`src/rtl/trws_pkg.sv`:
```
// rtl/trws_pkg.sv - shared types and constants for the TRW-S sweep scheduler
// Purpose: FSM state encoding, border flag bit positions, sweep direction codes
//   and a helper that packs the four border flags.
// Ports: none (package)
package trws_pkg;

   typedef enum logic [2:0] {
      ST_IDLE      = 3'd0,
      ST_FWD       = 3'd1,
      ST_FWD_DRAIN = 3'd2,
      ST_BWD       = 3'd3,
      ST_BWD_DRAIN = 3'd4
   } state_e;

   localparam int BORDER_W     = 4;
   localparam int BR_FIRST_ROW = 3;
   localparam int BR_LAST_ROW  = 2;
   localparam int BR_FIRST_COL = 1;
   localparam int BR_LAST_COL  = 0;

   localparam logic DIR_FWD = 1'b0;
   localparam logic DIR_BWD = 1'b1;

   function automatic logic [BORDER_W-1:0] make_border(input logic first_row,
                                                       input logic last_row,
                                                       input logic first_col,
                                                       input logic last_col);
      logic [BORDER_W-1:0] b;
      b               = '0;
      b[BR_FIRST_ROW] = first_row;
      b[BR_LAST_ROW]  = last_row;
      b[BR_FIRST_COL] = first_col;
      b[BR_LAST_COL]  = last_col;
      return b;
   endfunction

endpackage

```
`src/rtl/trws_sweep_scheduler_if.sv`:
```
// rtl/trws_sweep_scheduler_if.sv - control, memory-read, passer and write-back bundle
// Purpose: groups every non-clock/reset signal of the sweep scheduler.
// Ports (as seen from the master = scheduler):
//   in : start, num_iters, stall, valid
//   out: rd_en, rd_addr, push, sweep_dir, border, wr_en, wr_addr, wr_dir,
//        busy, done, iter_count, error
// The slave modport is the environment side (controller, memories, passer).
interface trws_sweep_scheduler_if #(
   parameter int ADDR_WIDTH = 12,
   parameter int ITER_WIDTH = 8
);
   logic                  start;
   logic [ITER_WIDTH-1:0] num_iters;
   logic                  stall;
   logic                  rd_en;
   logic [ADDR_WIDTH-1:0] rd_addr;
   logic                  push;
   logic                  sweep_dir;
   logic [3:0]            border;
   logic                  valid;
   logic                  wr_en;
   logic [ADDR_WIDTH-1:0] wr_addr;
   logic                  wr_dir;
   logic                  busy;
   logic                  done;
   logic [ITER_WIDTH-1:0] iter_count;
   logic                  error;

   modport master (
      input  start, num_iters, stall, valid,
      output rd_en, rd_addr, push, sweep_dir, border,
             wr_en, wr_addr, wr_dir, busy, done, iter_count, error
   );

   modport slave (
      output start, num_iters, stall, valid,
      input  rd_en, rd_addr, push, sweep_dir, border,
             wr_en, wr_addr, wr_dir, busy, done, iter_count, error
   );
endinterface

```
`src/rtl/trws_addr_fifo.sv`:
```
// rtl/trws_addr_fifo.sv - synchronous FIFO holding {dir,addr} of in-flight pixels
// Purpose: remembers issued pixel addresses so passer results are written back
//   in issue order.
// Ports:
//   clk, rst      clock, asynchronous active-high reset
//   push_i        write push_data_i (ignored when full)
//   push_data_i   entry to store
//   pop_i         drop the head entry (ignored when empty)
//   pop_data_o    current head entry
//   full_o        DEPTH entries stored
//   empty_o       no entries stored
module trws_addr_fifo #(
   parameter int WIDTH = 13,
   parameter int DEPTH = 16
) (
   input  logic             clk,
   input  logic             rst,
   input  logic             push_i,
   input  logic [WIDTH-1:0] push_data_i,
   input  logic             pop_i,
   output logic [WIDTH-1:0] pop_data_o,
   output logic             full_o,
   output logic             empty_o
);
   localparam int PW = $clog2(DEPTH);

   // Pointers carry one extra wrap bit to tell full from empty.
   logic [PW:0]      wr_ptr_q;
   logic [PW:0]      rd_ptr_q;
   logic [WIDTH-1:0] mem_q [DEPTH];

   logic do_push;
   logic do_pop;

   assign do_push = push_i && !full_o;
   assign do_pop  = pop_i && !empty_o;

   assign empty_o    = (wr_ptr_q == rd_ptr_q);
   assign full_o     = (wr_ptr_q[PW] != rd_ptr_q[PW]) &&
                       (wr_ptr_q[PW-1:0] == rd_ptr_q[PW-1:0]);
   assign pop_data_o = mem_q[rd_ptr_q[PW-1:0]];

   always_ff @(posedge clk or posedge rst) begin
      if (rst) begin
         wr_ptr_q <= '0;
         rd_ptr_q <= '0;
      end else begin
         if (do_push) wr_ptr_q <= wr_ptr_q + (PW+1)'(1);
         if (do_pop)  rd_ptr_q <= rd_ptr_q + (PW+1)'(1);
      end
   end

   always_ff @(posedge clk) begin
      if (do_push) mem_q[wr_ptr_q[PW-1:0]] <= push_data_i;
   end

endmodule

```
`src/rtl/trws_sweep_scheduler.sv`:
```
// rtl/trws_sweep_scheduler.sv - TRW-S forward/backward raster sweep scheduler
// Purpose: for num_iters iterations walks the IMG_W x IMG_H grid forward
//   (0..N-1) then backward (N-1..0), issuing memory reads, pushing pixels to the
//   message passer RD_LAT cycles later with direction/border flags, and writing
//   results back in issue order. Drains all in-flight pixels between sweeps so a
//   sweep never reads a message the previous sweep has not yet written.
// Ports:
//   clk  clock, all state on posedge
//   rst  asynchronous active-high reset
//   bus  master side of trws_sweep_scheduler_if
module trws_sweep_scheduler #(
   parameter int IMG_W        = 64,
   parameter int IMG_H        = 48,
   parameter int ADDR_WIDTH   = 12,
   parameter int ITER_WIDTH   = 8,
   parameter int RD_LAT       = 2,
   parameter int MAX_INFLIGHT = 16
) (
   input  logic                   clk,
   input  logic                   rst,
   trws_sweep_scheduler_if.master bus
);
   import trws_pkg::*;

   localparam int NPIX   = IMG_W * IMG_H;
   localparam int ROW_W  = (IMG_H > 1) ? $clog2(IMG_H) : 1;
   localparam int COL_W  = (IMG_W > 1) ? $clog2(IMG_W) : 1;
   localparam int INFL_W = $clog2(MAX_INFLIGHT) + 1;
   localparam int DLY_W  = 2 + BORDER_W;

   localparam logic [ADDR_WIDTH-1:0] LAST_ADDR = ADDR_WIDTH'(NPIX - 1);
   localparam logic [ROW_W-1:0]      LAST_ROW  = ROW_W'(IMG_H - 1);
   localparam logic [COL_W-1:0]      LAST_COL  = COL_W'(IMG_W - 1);
   localparam logic [INFL_W-1:0]     INFL_MAX  = INFL_W'(MAX_INFLIGHT);

   state_e                state_q, state_d;
   logic [ADDR_WIDTH-1:0] addr_q;
   logic [ROW_W-1:0]      row_q;
   logic [COL_W-1:0]      col_q;
   logic [INFL_W-1:0]     inflight_q;
   logic [ITER_WIDTH-1:0] iter_count_q;
   logic [ITER_WIDTH-1:0] num_iters_q;
   logic                  done_q, done_d;
   logic                  error_q;

   logic                  rd_en_q;
   logic [ADDR_WIDTH-1:0] rd_addr_q;
   logic                  rd_dir_q;
   logic [BORDER_W-1:0]   rd_border_q;
   logic [DLY_W-1:0]      dly_q [RD_LAT];

   logic                  wr_en_q;
   logic [ADDR_WIDTH-1:0] wr_addr_q;
   logic                  wr_dir_q;

   logic                  can_issue;
   logic                  issue;
   logic                  drained;
   logic                  pop_ok;
   logic                  stale_valid;
   logic                  run_start;
   logic                  load_fwd;
   logic                  load_bwd;
   logic                  iter_inc;
   logic                  issue_dir;
   logic [BORDER_W-1:0]   border_c;

   logic                  fifo_full;
   logic                  fifo_empty;
   logic [ADDR_WIDTH:0]   fifo_dout;

   // A valid with nothing queued has no address to write to; it is dropped.
   assign pop_ok      = bus.valid && !fifo_empty;
   assign stale_valid = bus.valid && fifo_empty;
   assign can_issue   = !bus.stall && (inflight_q < INFL_MAX) && !fifo_full;
   assign drained     = (inflight_q == '0) && !bus.valid;
   assign issue_dir   = (state_q == ST_BWD) ? DIR_BWD : DIR_FWD;
   assign border_c    = make_border(row_q == '0, row_q == LAST_ROW,
                                    col_q == '0, col_q == LAST_COL);

   // ---------------- FSM ----------------
   always_ff @(posedge clk or posedge rst) begin
      if (rst) state_q <= ST_IDLE;
      else     state_q <= state_d;
   end

   always_comb begin
      state_d   = state_q;
      issue     = 1'b0;
      run_start = 1'b0;
      load_fwd  = 1'b0;
      load_bwd  = 1'b0;
      iter_inc  = 1'b0;
      done_d    = 1'b0;
      case (state_q)
         ST_IDLE: begin
            if (bus.start) begin
               run_start = 1'b1;
               if (bus.num_iters != '0) begin
                  state_d  = ST_FWD;
                  load_fwd = 1'b1;
               end else begin
                  done_d = 1'b1;
               end
            end
         end
         ST_FWD: begin
            if (can_issue) begin
               issue = 1'b1;
               if (addr_q == LAST_ADDR) state_d = ST_FWD_DRAIN;
            end
         end
         ST_FWD_DRAIN: begin
            if (drained) begin
               state_d  = ST_BWD;
               load_bwd = 1'b1;
            end
         end
         ST_BWD: begin
            if (can_issue) begin
               issue = 1'b1;
               if (addr_q == '0) state_d = ST_BWD_DRAIN;
            end
         end
         ST_BWD_DRAIN: begin
            if (drained) begin
               iter_inc = 1'b1;
               if ((iter_count_q + ITER_WIDTH'(1)) == num_iters_q) begin
                  state_d = ST_IDLE;
                  done_d  = 1'b1;
               end else begin
                  state_d  = ST_FWD;
                  load_fwd = 1'b1;
               end
            end
         end
         default: state_d = ST_IDLE;
      endcase
   end

   // ---------------- run bookkeeping ----------------
   always_ff @(posedge clk or posedge rst) begin
      if (rst) begin
         iter_count_q <= '0;
         num_iters_q  <= '0;
         done_q       <= 1'b0;
         error_q      <= 1'b0;
      end else begin
         done_q <= done_d;
         if (run_start) begin
            iter_count_q <= '0;
            num_iters_q  <= bus.num_iters;
         end else if (iter_inc) begin
            iter_count_q <= iter_count_q + ITER_WIDTH'(1);
         end
         // A stale valid in the same cycle as a start still flags the error.
         if (stale_valid)    error_q <= 1'b1;
         else if (run_start) error_q <= 1'b0;
      end
   end

   // ---------------- address / row / col counters ----------------
   always_ff @(posedge clk or posedge rst) begin
      if (rst) begin
         addr_q <= '0;
         row_q  <= '0;
         col_q  <= '0;
      end else if (load_fwd) begin
         addr_q <= '0;
         row_q  <= '0;
         col_q  <= '0;
      end else if (load_bwd) begin
         addr_q <= LAST_ADDR;
         row_q  <= LAST_ROW;
         col_q  <= LAST_COL;
      end else if (issue) begin
         // Counters step past the grid edge after the final issue of a sweep;
         // the drain state reloads them before they are used again.
         if (issue_dir == DIR_FWD) begin
            addr_q <= addr_q + ADDR_WIDTH'(1);
            if (col_q == LAST_COL) begin
               col_q <= '0;
               row_q <= row_q + ROW_W'(1);
            end else begin
               col_q <= col_q + COL_W'(1);
            end
         end else begin
            addr_q <= addr_q - ADDR_WIDTH'(1);
            if (col_q == '0) begin
               col_q <= LAST_COL;
               row_q <= row_q - ROW_W'(1);
            end else begin
               col_q <= col_q - COL_W'(1);
            end
         end
      end
   end

   // ---------------- in-flight counter ----------------
   always_ff @(posedge clk or posedge rst) begin
      if (rst) begin
         inflight_q <= '0;
      end else if (issue && !pop_ok) begin
         inflight_q <= inflight_q + INFL_W'(1);
      end else if (!issue && pop_ok) begin
         inflight_q <= inflight_q - INFL_W'(1);
      end
   end

   // ---------------- read issue and push delay line ----------------
   always_ff @(posedge clk or posedge rst) begin
      if (rst) begin
         rd_en_q     <= 1'b0;
         rd_addr_q   <= '0;
         rd_dir_q    <= 1'b0;
         rd_border_q <= '0;
      end else begin
         rd_en_q <= issue;
         if (issue) begin
            rd_addr_q   <= addr_q;
            rd_dir_q    <= issue_dir;
            rd_border_q <= border_c;
         end
      end
   end

   always_ff @(posedge clk or posedge rst) begin
      if (rst) begin
         for (int i = 0; i < RD_LAT; i++) dly_q[i] <= '0;
      end else begin
         dly_q[0] <= {rd_en_q, rd_dir_q, rd_border_q};
         for (int i = 1; i < RD_LAT; i++) dly_q[i] <= dly_q[i-1];
      end
   end

   // ---------------- address queue and write-back ----------------
   trws_addr_fifo #(
      .WIDTH (ADDR_WIDTH + 1),
      .DEPTH (MAX_INFLIGHT)
   ) u_fifo (
      .clk         (clk),
      .rst         (rst),
      .push_i      (issue),
      .push_data_i ({issue_dir, addr_q}),
      .pop_i       (pop_ok),
      .pop_data_o  (fifo_dout),
      .full_o      (fifo_full),
      .empty_o     (fifo_empty)
   );

   always_ff @(posedge clk or posedge rst) begin
      if (rst) begin
         wr_en_q   <= 1'b0;
         wr_addr_q <= '0;
         wr_dir_q  <= 1'b0;
      end else begin
         wr_en_q <= pop_ok;
         if (pop_ok) {wr_dir_q, wr_addr_q} <= fifo_dout;
      end
   end

   // ---------------- outputs ----------------
   assign bus.rd_en      = rd_en_q;
   assign bus.rd_addr    = rd_addr_q;
   assign bus.push       = dly_q[RD_LAT-1][DLY_W-1];
   assign bus.sweep_dir  = dly_q[RD_LAT-1][BORDER_W];
   assign bus.border     = dly_q[RD_LAT-1][BORDER_W-1:0];
   assign bus.wr_en      = wr_en_q;
   assign bus.wr_addr    = wr_addr_q;
   assign bus.wr_dir     = wr_dir_q;
   assign bus.busy       = (state_q != ST_IDLE);
   assign bus.done       = done_q;
   assign bus.iter_count = iter_count_q;
   assign bus.error      = error_q;

endmodule

```
`src/flat_wrapper.sv`:
```
// flat-port wrapper written by rule: the top's interface ports become plain ports
module trws_sweep_scheduler_flat import trws_pkg::*;
#(
   parameter int IMG_W        = 64,
   parameter int IMG_H        = 48,
   parameter int ADDR_WIDTH   = 12,
   parameter int ITER_WIDTH   = 8,
   parameter int RD_LAT       = 2,
   parameter int MAX_INFLIGHT = 16
)
  (clk, rst, bus_start, bus_num_iters, bus_stall, bus_valid, bus_rd_en, bus_rd_addr, bus_push, bus_sweep_dir, bus_border, bus_wr_en, bus_wr_addr, bus_wr_dir, bus_busy, bus_done, bus_iter_count, bus_error);
  trws_sweep_scheduler_if #(.ADDR_WIDTH(ADDR_WIDTH), .ITER_WIDTH(ITER_WIDTH)) bus_i ();
  input  logic clk;
  input  logic rst;
  input wire logic [$bits(bus_i.start)-1:0] bus_start;
  input wire logic [$bits(bus_i.num_iters)-1:0] bus_num_iters;
  input wire logic [$bits(bus_i.stall)-1:0] bus_stall;
  input wire logic [$bits(bus_i.valid)-1:0] bus_valid;
  output wire logic [$bits(bus_i.rd_en)-1:0] bus_rd_en;
  output wire logic [$bits(bus_i.rd_addr)-1:0] bus_rd_addr;
  output wire logic [$bits(bus_i.push)-1:0] bus_push;
  output wire logic [$bits(bus_i.sweep_dir)-1:0] bus_sweep_dir;
  output wire logic [$bits(bus_i.border)-1:0] bus_border;
  output wire logic [$bits(bus_i.wr_en)-1:0] bus_wr_en;
  output wire logic [$bits(bus_i.wr_addr)-1:0] bus_wr_addr;
  output wire logic [$bits(bus_i.wr_dir)-1:0] bus_wr_dir;
  output wire logic [$bits(bus_i.busy)-1:0] bus_busy;
  output wire logic [$bits(bus_i.done)-1:0] bus_done;
  output wire logic [$bits(bus_i.iter_count)-1:0] bus_iter_count;
  output wire logic [$bits(bus_i.error)-1:0] bus_error;
  assign bus_i.start = bus_start;
  assign bus_i.num_iters = bus_num_iters;
  assign bus_i.stall = bus_stall;
  assign bus_i.valid = bus_valid;
  assign bus_rd_en = bus_i.rd_en;
  assign bus_rd_addr = bus_i.rd_addr;
  assign bus_push = bus_i.push;
  assign bus_sweep_dir = bus_i.sweep_dir;
  assign bus_border = bus_i.border;
  assign bus_wr_en = bus_i.wr_en;
  assign bus_wr_addr = bus_i.wr_addr;
  assign bus_wr_dir = bus_i.wr_dir;
  assign bus_busy = bus_i.busy;
  assign bus_done = bus_i.done;
  assign bus_iter_count = bus_i.iter_count;
  assign bus_error = bus_i.error;
  trws_sweep_scheduler #(.IMG_W(IMG_W), .IMG_H(IMG_H), .ADDR_WIDTH(ADDR_WIDTH), .ITER_WIDTH(ITER_WIDTH), .RD_LAT(RD_LAT), .MAX_INFLIGHT(MAX_INFLIGHT)) u_core (.clk(clk), .rst(rst), .bus(bus_i));
endmodule
```
`config.mk`:
```
export PLATFORM = sky130hd
export DESIGN_NAME = trws_sweep_scheduler_flat
export DESIGN_NICKNAME = d
export VERILOG_FILES = /design/src/rtl/trws_pkg.sv /design/src/rtl/trws_sweep_scheduler_if.sv /design/src/rtl/trws_addr_fifo.sv /design/src/rtl/trws_sweep_scheduler.sv /design/src/flat_wrapper.sv
export SDC_FILE = /design/constraint.sdc
export NUM_CORES = 1
export LEC_CHECK = 0
export CAP_MARGIN = 20
export CORE_MARGIN = 1.5
export CORE_UTILIZATION = 45
export CTS_BUF_LIST = sky130_fd_sc_hd__clkbuf_16
export DETAILED_ROUTE_END_ITERATION = 10
export GPL_TIMING_DRIVEN = 0
export MAX_ROUTING_LAYER = met4
export PLACE_DENSITY_LB_ADDON = 0.05
export SLEW_MARGIN = 40
export SYNTH_ARGS = -nofsm -noshare
export SYNTH_HDL_FRONTEND = slang
export SYNTH_SLANG_ARGS = --single-unit
```
`constraint.sdc`:
```
create_clock -name clk -period 7 [get_ports clk]
set_input_delay 0.7 -clock clk [delete_from_list [all_inputs] [get_ports clk]]
set_output_delay 0.7 -clock clk [all_outputs]
set_load 0.02 [all_outputs]
```
==> results_dict.tcl <==
set metrics [dict create \
    asyncSetResetFlopFracSynth 0.333 \
    worstPathMaxFanout 11 \
    critical_path.reg2reg.startpoint "u_core.u_fifo.rd_ptr_q[2]" \
    yosys.area_share.xor_xnor 0.0292 \
    initial_core_util 0.456 \
    crit_required_ps 7390 \
    tritoncts_num_sinks 312 \
    die-height_microns 176 \
    synth_warnings 0 \
    grt_first_pass_wirelength_microns 47800 \
    worst_slew_pin_slew_ps 827 \
    postSynthRegisterBits 312 \
    place.port_buffers 56 \
    drt.antenna.violating_nets 0 \
    timing.final.hold_violations 0 \
    min-delay-start "u_core.dly_q[8]" \
    maximum_number_of_pins_on_one_net_before_global_route_repair 66 \
    io_pins 57 \
    timing.critical_path.from "u_core.u_fifo.rd_ptr_q[2]" \
    sequential_to_total_area_share_from_yosys_stat 0.659 \
    route.final.wire_length_microns 30500 \
    cts_resized 0 \
    drt-initial-drc-count 680 \
    fin_crit_sh 0.551 \
    dominantRegCellSynth "sky130_fd_sc_hd__edfxtp_1" \
    clk_root_buffer_cell "sky130_fd_sc_hd__clkbuf_16" \
    grt.overflow.total 0 \
    layout_min_cycle_time_ps 3860 \
    hold_path_depth 0 \
    crit_type "reg -> reg" \
    synth_simple_gate_area_frac 0.0748 \
    synth.distinct_cells 68 \
    routedWlPerCell_microns 22.0 \
    cts_tree "done" \
    worst_clock_skew_ps 11.5 \
    drive_above_1_share 0.209 \
    synth-compound-area-share 0.0591 \
    r2r-end "u_core.inflight_q[4]" \
    num_rows 63 \
    grt_pass1_vias 8098 \
    worst_skew_pair.late_latency_ps 510 \
    grt_antenna_before_repair 0 \
    largest_family_of_logic_cells_by_synthesized_area "multiplexers" \
    synth.avg_cell_area_sq_um 15.5 \
    areaGrowthSynthToFinish_pct 18.3 \
    timing.hold.worst.class "reg -> reg" \
    max_cap_violations 0 \
    min_delay_worst_endpoint "u_core.bus.border[2]" \
    maxClockFrequency_mhz 259 \
    worst_ep_arrival_time_ps 4240 \
    setup_viol 0 \
    place_congestion 0.851 \
    cts_made_buffers 35 \
    synthAdderAreaFrac 0.0296 \
    postCtsHoldBufs 0 \
    detail_route.vias_per_cell 5.61 \
    r2r_cells 17 \
    drt_first_pass_iters 7 \
    layout_setup_ws_ps 3140 \
    floorplan.core_area_sq_um 29500 \
    diodes 0 \
    finalNonFillerCells 1386 \
    totalNegativeSetupSlack_ps 0 \
    postSynthCellCount 867 \
    cts_post_setup_buffers_inserted 0 \
    syn_area_sq_um 13400 \
    critPathCaptureType "flop" \
    setup_repair_after_global_routing_missed_its_margin "no" \
    start_kind "flop" \
    clock_pin_slew_on_the_worst_setup_and_hold_paths_ps 60 \
    worst_slew_margin_rel 0.448 \
    total_die_area_sq_um 30900 \
    dp_cells 1323 \
    vdd_ir_drop_max_mv 0.186 \
    grt_use_total 0.212 \
    width_of_the_die_microns 176 \
    layout.filler_cells 2405 \
    count_of_flip_flops_with_a_built_in_enable_after_synthesis 208 \
    timing.reg2reg.setup_slack_ps 3140 \
    p_leak_uw 0.00591 \
    clockBufferDepth 3 \
    power_density_over_the_cells_nw_per_um2 377 \
    synth.net_count 910 \
    cts.htree.levels 2 \
    remaining_drc_errors 0 \
    status "complete, no violations" \
    place_ws_ps 2780 \
    slew_viol_final 0 \
    detailroute.via_count 7773 \
    synthMuxAreaShare 0.128 \
    finalNetCount 1013 \
    hpwlAfterDp_microns 20600 \
]
[cells in the final DEF, fill, tap and decap left out, types with 5 or more instances in the layout]
cell and instances:
sky130_fd_sc_hd__clkinv_2 10, sky130_fd_sc_hd__nor2b_1 6, sky130_fd_sc_hd__dfrtp_1 103, sky130_fd_sc_hd__xor2_1 10, sky130_fd_sc_hd__buf_1 5, sky130_fd_sc_hd__clkbuf_1 16, sky130_fd_sc_hd__or2_2 5, sky130_fd_sc_hd__nor3_1 5
sky130_fd_sc_hd__clkbuf_16 38, sky130_fd_sc_hd__a21o_1 6, sky130_fd_sc_hd__nand4_1 8, sky130_fd_sc_hd__nand2b_1 7, sky130_fd_sc_hd__inv_1 20, sky130_fd_sc_hd__nor2_1 25, sky130_fd_sc_hd__clkdlybuf4s50_1 56, sky130_fd_sc_hd__ha_1 27
sky130_fd_sc_hd__bufinv_16 5, sky130_fd_sc_hd__nand2_1 94, sky130_fd_sc_hd__buf_2 24, sky130_fd_sc_hd__nor2_4 13, sky130_fd_sc_hd__a31oi_1 6, sky130_fd_sc_hd__nand3_1 12, sky130_fd_sc_hd__xnor2_1 32, sky130_fd_sc_hd__mux4_2 65
sky130_fd_sc_hd__a221o_1 5, sky130_fd_sc_hd__nor4_1 6, sky130_fd_sc_hd__edfxtp_1 208, sky130_fd_sc_hd__o21ai_0 48, sky130_fd_sc_hd__a21oi_1 25, sky130_fd_sc_hd__mux2_2 22
[cells in the mapped netlist, types with 3 or more instances]
master                     instances  share of area
sky130_fd_sc_hd__buf_2            16         0.0060
sky130_fd_sc_hd__inv_1            15         0.0042
sky130_fd_sc_hd__nor2b_1           6         0.0028
sky130_fd_sc_hd__nor2_1           37          0.010
sky130_fd_sc_hd__fa_1              3         0.0045
sky130_fd_sc_hd__edfxtp_1        208           0.47
sky130_fd_sc_hd__dfrtp_1         104           0.19
sky130_fd_sc_hd__nand2b_1          7         0.0033
sky130_fd_sc_hd__a31oi_1           6         0.0028
sky130_fd_sc_hd__or2_2             5         0.0023
sky130_fd_sc_hd__o41ai_1           3         0.0020
sky130_fd_sc_hd__buf_1             6         0.0017
sky130_fd_sc_hd__mux2_2           22          0.018
sky130_fd_sc_hd__xnor2_1          32          0.021
sky130_fd_sc_hd__o31ai_1           4         0.0022
sky130_fd_sc_hd__a21oi_1          25         0.0093
sky130_fd_sc_hd__o21ai_0          48          0.018
sky130_fd_sc_hd__nand3b_1          4         0.0022
sky130_fd_sc_hd__buf_4             4         0.0022
sky130_fd_sc_hd__ha_1             27          0.025
sky130_fd_sc_hd__nor3_1            9         0.0034
sky130_fd_sc_hd__a21o_1            6         0.0034
sky130_fd_sc_hd__or3_1             4         0.0019
sky130_fd_sc_hd__o21a_1            3         0.0017
sky130_fd_sc_hd__nand2_1          94          0.026
sky130_fd_sc_hd__mux4_2           65           0.11
sky130_fd_sc_hd__a221o_1           5         0.0037
sky130_fd_sc_hd__nand3_1          12         0.0045
sky130_fd_sc_hd__nor4_1            6         0.0028
sky130_fd_sc_hd__nand4_1           8         0.0037
sky130_fd_sc_hd__clkbuf_1         17         0.0048
sky130_fd_sc_hd__xor2_1           10         0.0065
sky130_fd_sc_hd__o211ai_1          3         0.0017
[through the flow]
stage | utilization | total power, uW | area (sq um) | hold WS (ps)
2_1_floorplan | - | 3580 | 13400 | 331
3_3_place_gp | 0.491 | 4070 | 14500 | 335
3_5_place_dp | 0.498 | 4170 | 14700 | 338
4_1_cts | 0.539 | 6060 | 15900 | 351
5_1_grt | 0.539 | 6290 | 15900 | 356
6_report | 0.539 | 5990 | 15900 | 349
[layout make-up]
type	count	area, sq um	share of cell area
sequential	312	8850	0.557
multi-input combinational	494	4420	0.278
clock buffer	38	951	0.0598
timing repair buffer	66	656	0.0413
tap	390	488	0.0307
clock inverter	25	243	0.0153
buffer	45	215	0.0135
inverter	16	67.6	0.00425
[sequential cells by signal, summed over array words and instances (netlist names), 4 cells and up]
register / flops
u_core.num_iters_q: 8
u_core.bus.iter_count: 8
u_core.dly_q: 6
u_core.u_fifo.wr_ptr_q: 5
u_core.bus.border: 4
u_core.addr_q: 12
u_core.u_fifo.mem_q: 208
u_core.u_fifo.rd_ptr_q: 5
u_core.bus.wr_addr: 12
u_core.col_q: 6
u_core.row_q: 6
u_core.bus.rd_addr: 12
u_core.rd_border_q: 4
u_core.inflight_q: 5
[power breakdown]
| group | internal (uW) | switching, uW |
|---|---|---|
| Sequential | 2250 | 188 |
| Clock | 1160 | 716 |
| Combinational | 787 | 887 |
| Total | 4200 | 1790 |
[logic make-up (layout without fill, tap and decap cells)]
kind of cell / after synthesis / after routing
xor+xnor: 43 / 43
buf+inv: 61 / 190
compound gates: 125 / 125
mux: 88 / 88
flops: 312 / 312
simple gates: 208 / 208
fa+ha+maj: 30 / 30
[how the worst max path moves through the flow]
stage / endpoint / depth (start not counted)
floorplan: u_core.addr_q[11] / 13
global placement: u_core.bus.wr_addr[5] / 2
detailed placement: u_core.inflight_q[4] / 16
CTS: u_core.inflight_q[4] / 17
global route: u_core.inflight_q[4] / 17
finish: u_core.inflight_q[4] / 17
[layer usage]
metal  up-vias  part of all wire  global-route usage
met5         -                 0                   -
met1      3975              0.42               0.272
li1       3525                 -                   -
met2       214              0.51               0.354
met3        59             0.045              0.0335
met4         0             0.022              0.0524
[critical path, cell delays in order, from the launching register on]
cell	delay, ps
sky130_fd_sc_hd__dfrtp_1	350
sky130_fd_sc_hd__buf_2	210
sky130_fd_sc_hd__xnor2_1	220
sky130_fd_sc_hd__nand4_1	230
sky130_fd_sc_hd__o21ai_0	310
sky130_fd_sc_hd__nand2b_1	140
sky130_fd_sc_hd__buf_2	230
sky130_fd_sc_hd__inv_1	150
sky130_fd_sc_hd__buf_2	230
sky130_fd_sc_hd__buf_2	230
sky130_fd_sc_hd__ha_1	230
sky130_fd_sc_hd__inv_1	160
sky130_fd_sc_hd__ha_1	300
sky130_fd_sc_hd__a21o_1	200
sky130_fd_sc_hd__a21oi_1	160
sky130_fd_sc_hd__xnor2_1	140
sky130_fd_sc_hd__nor2_1	70
sky130_fd_sc_hd__xor2_1	150
No activity file was read; power rests on OpenSTA's default activity.
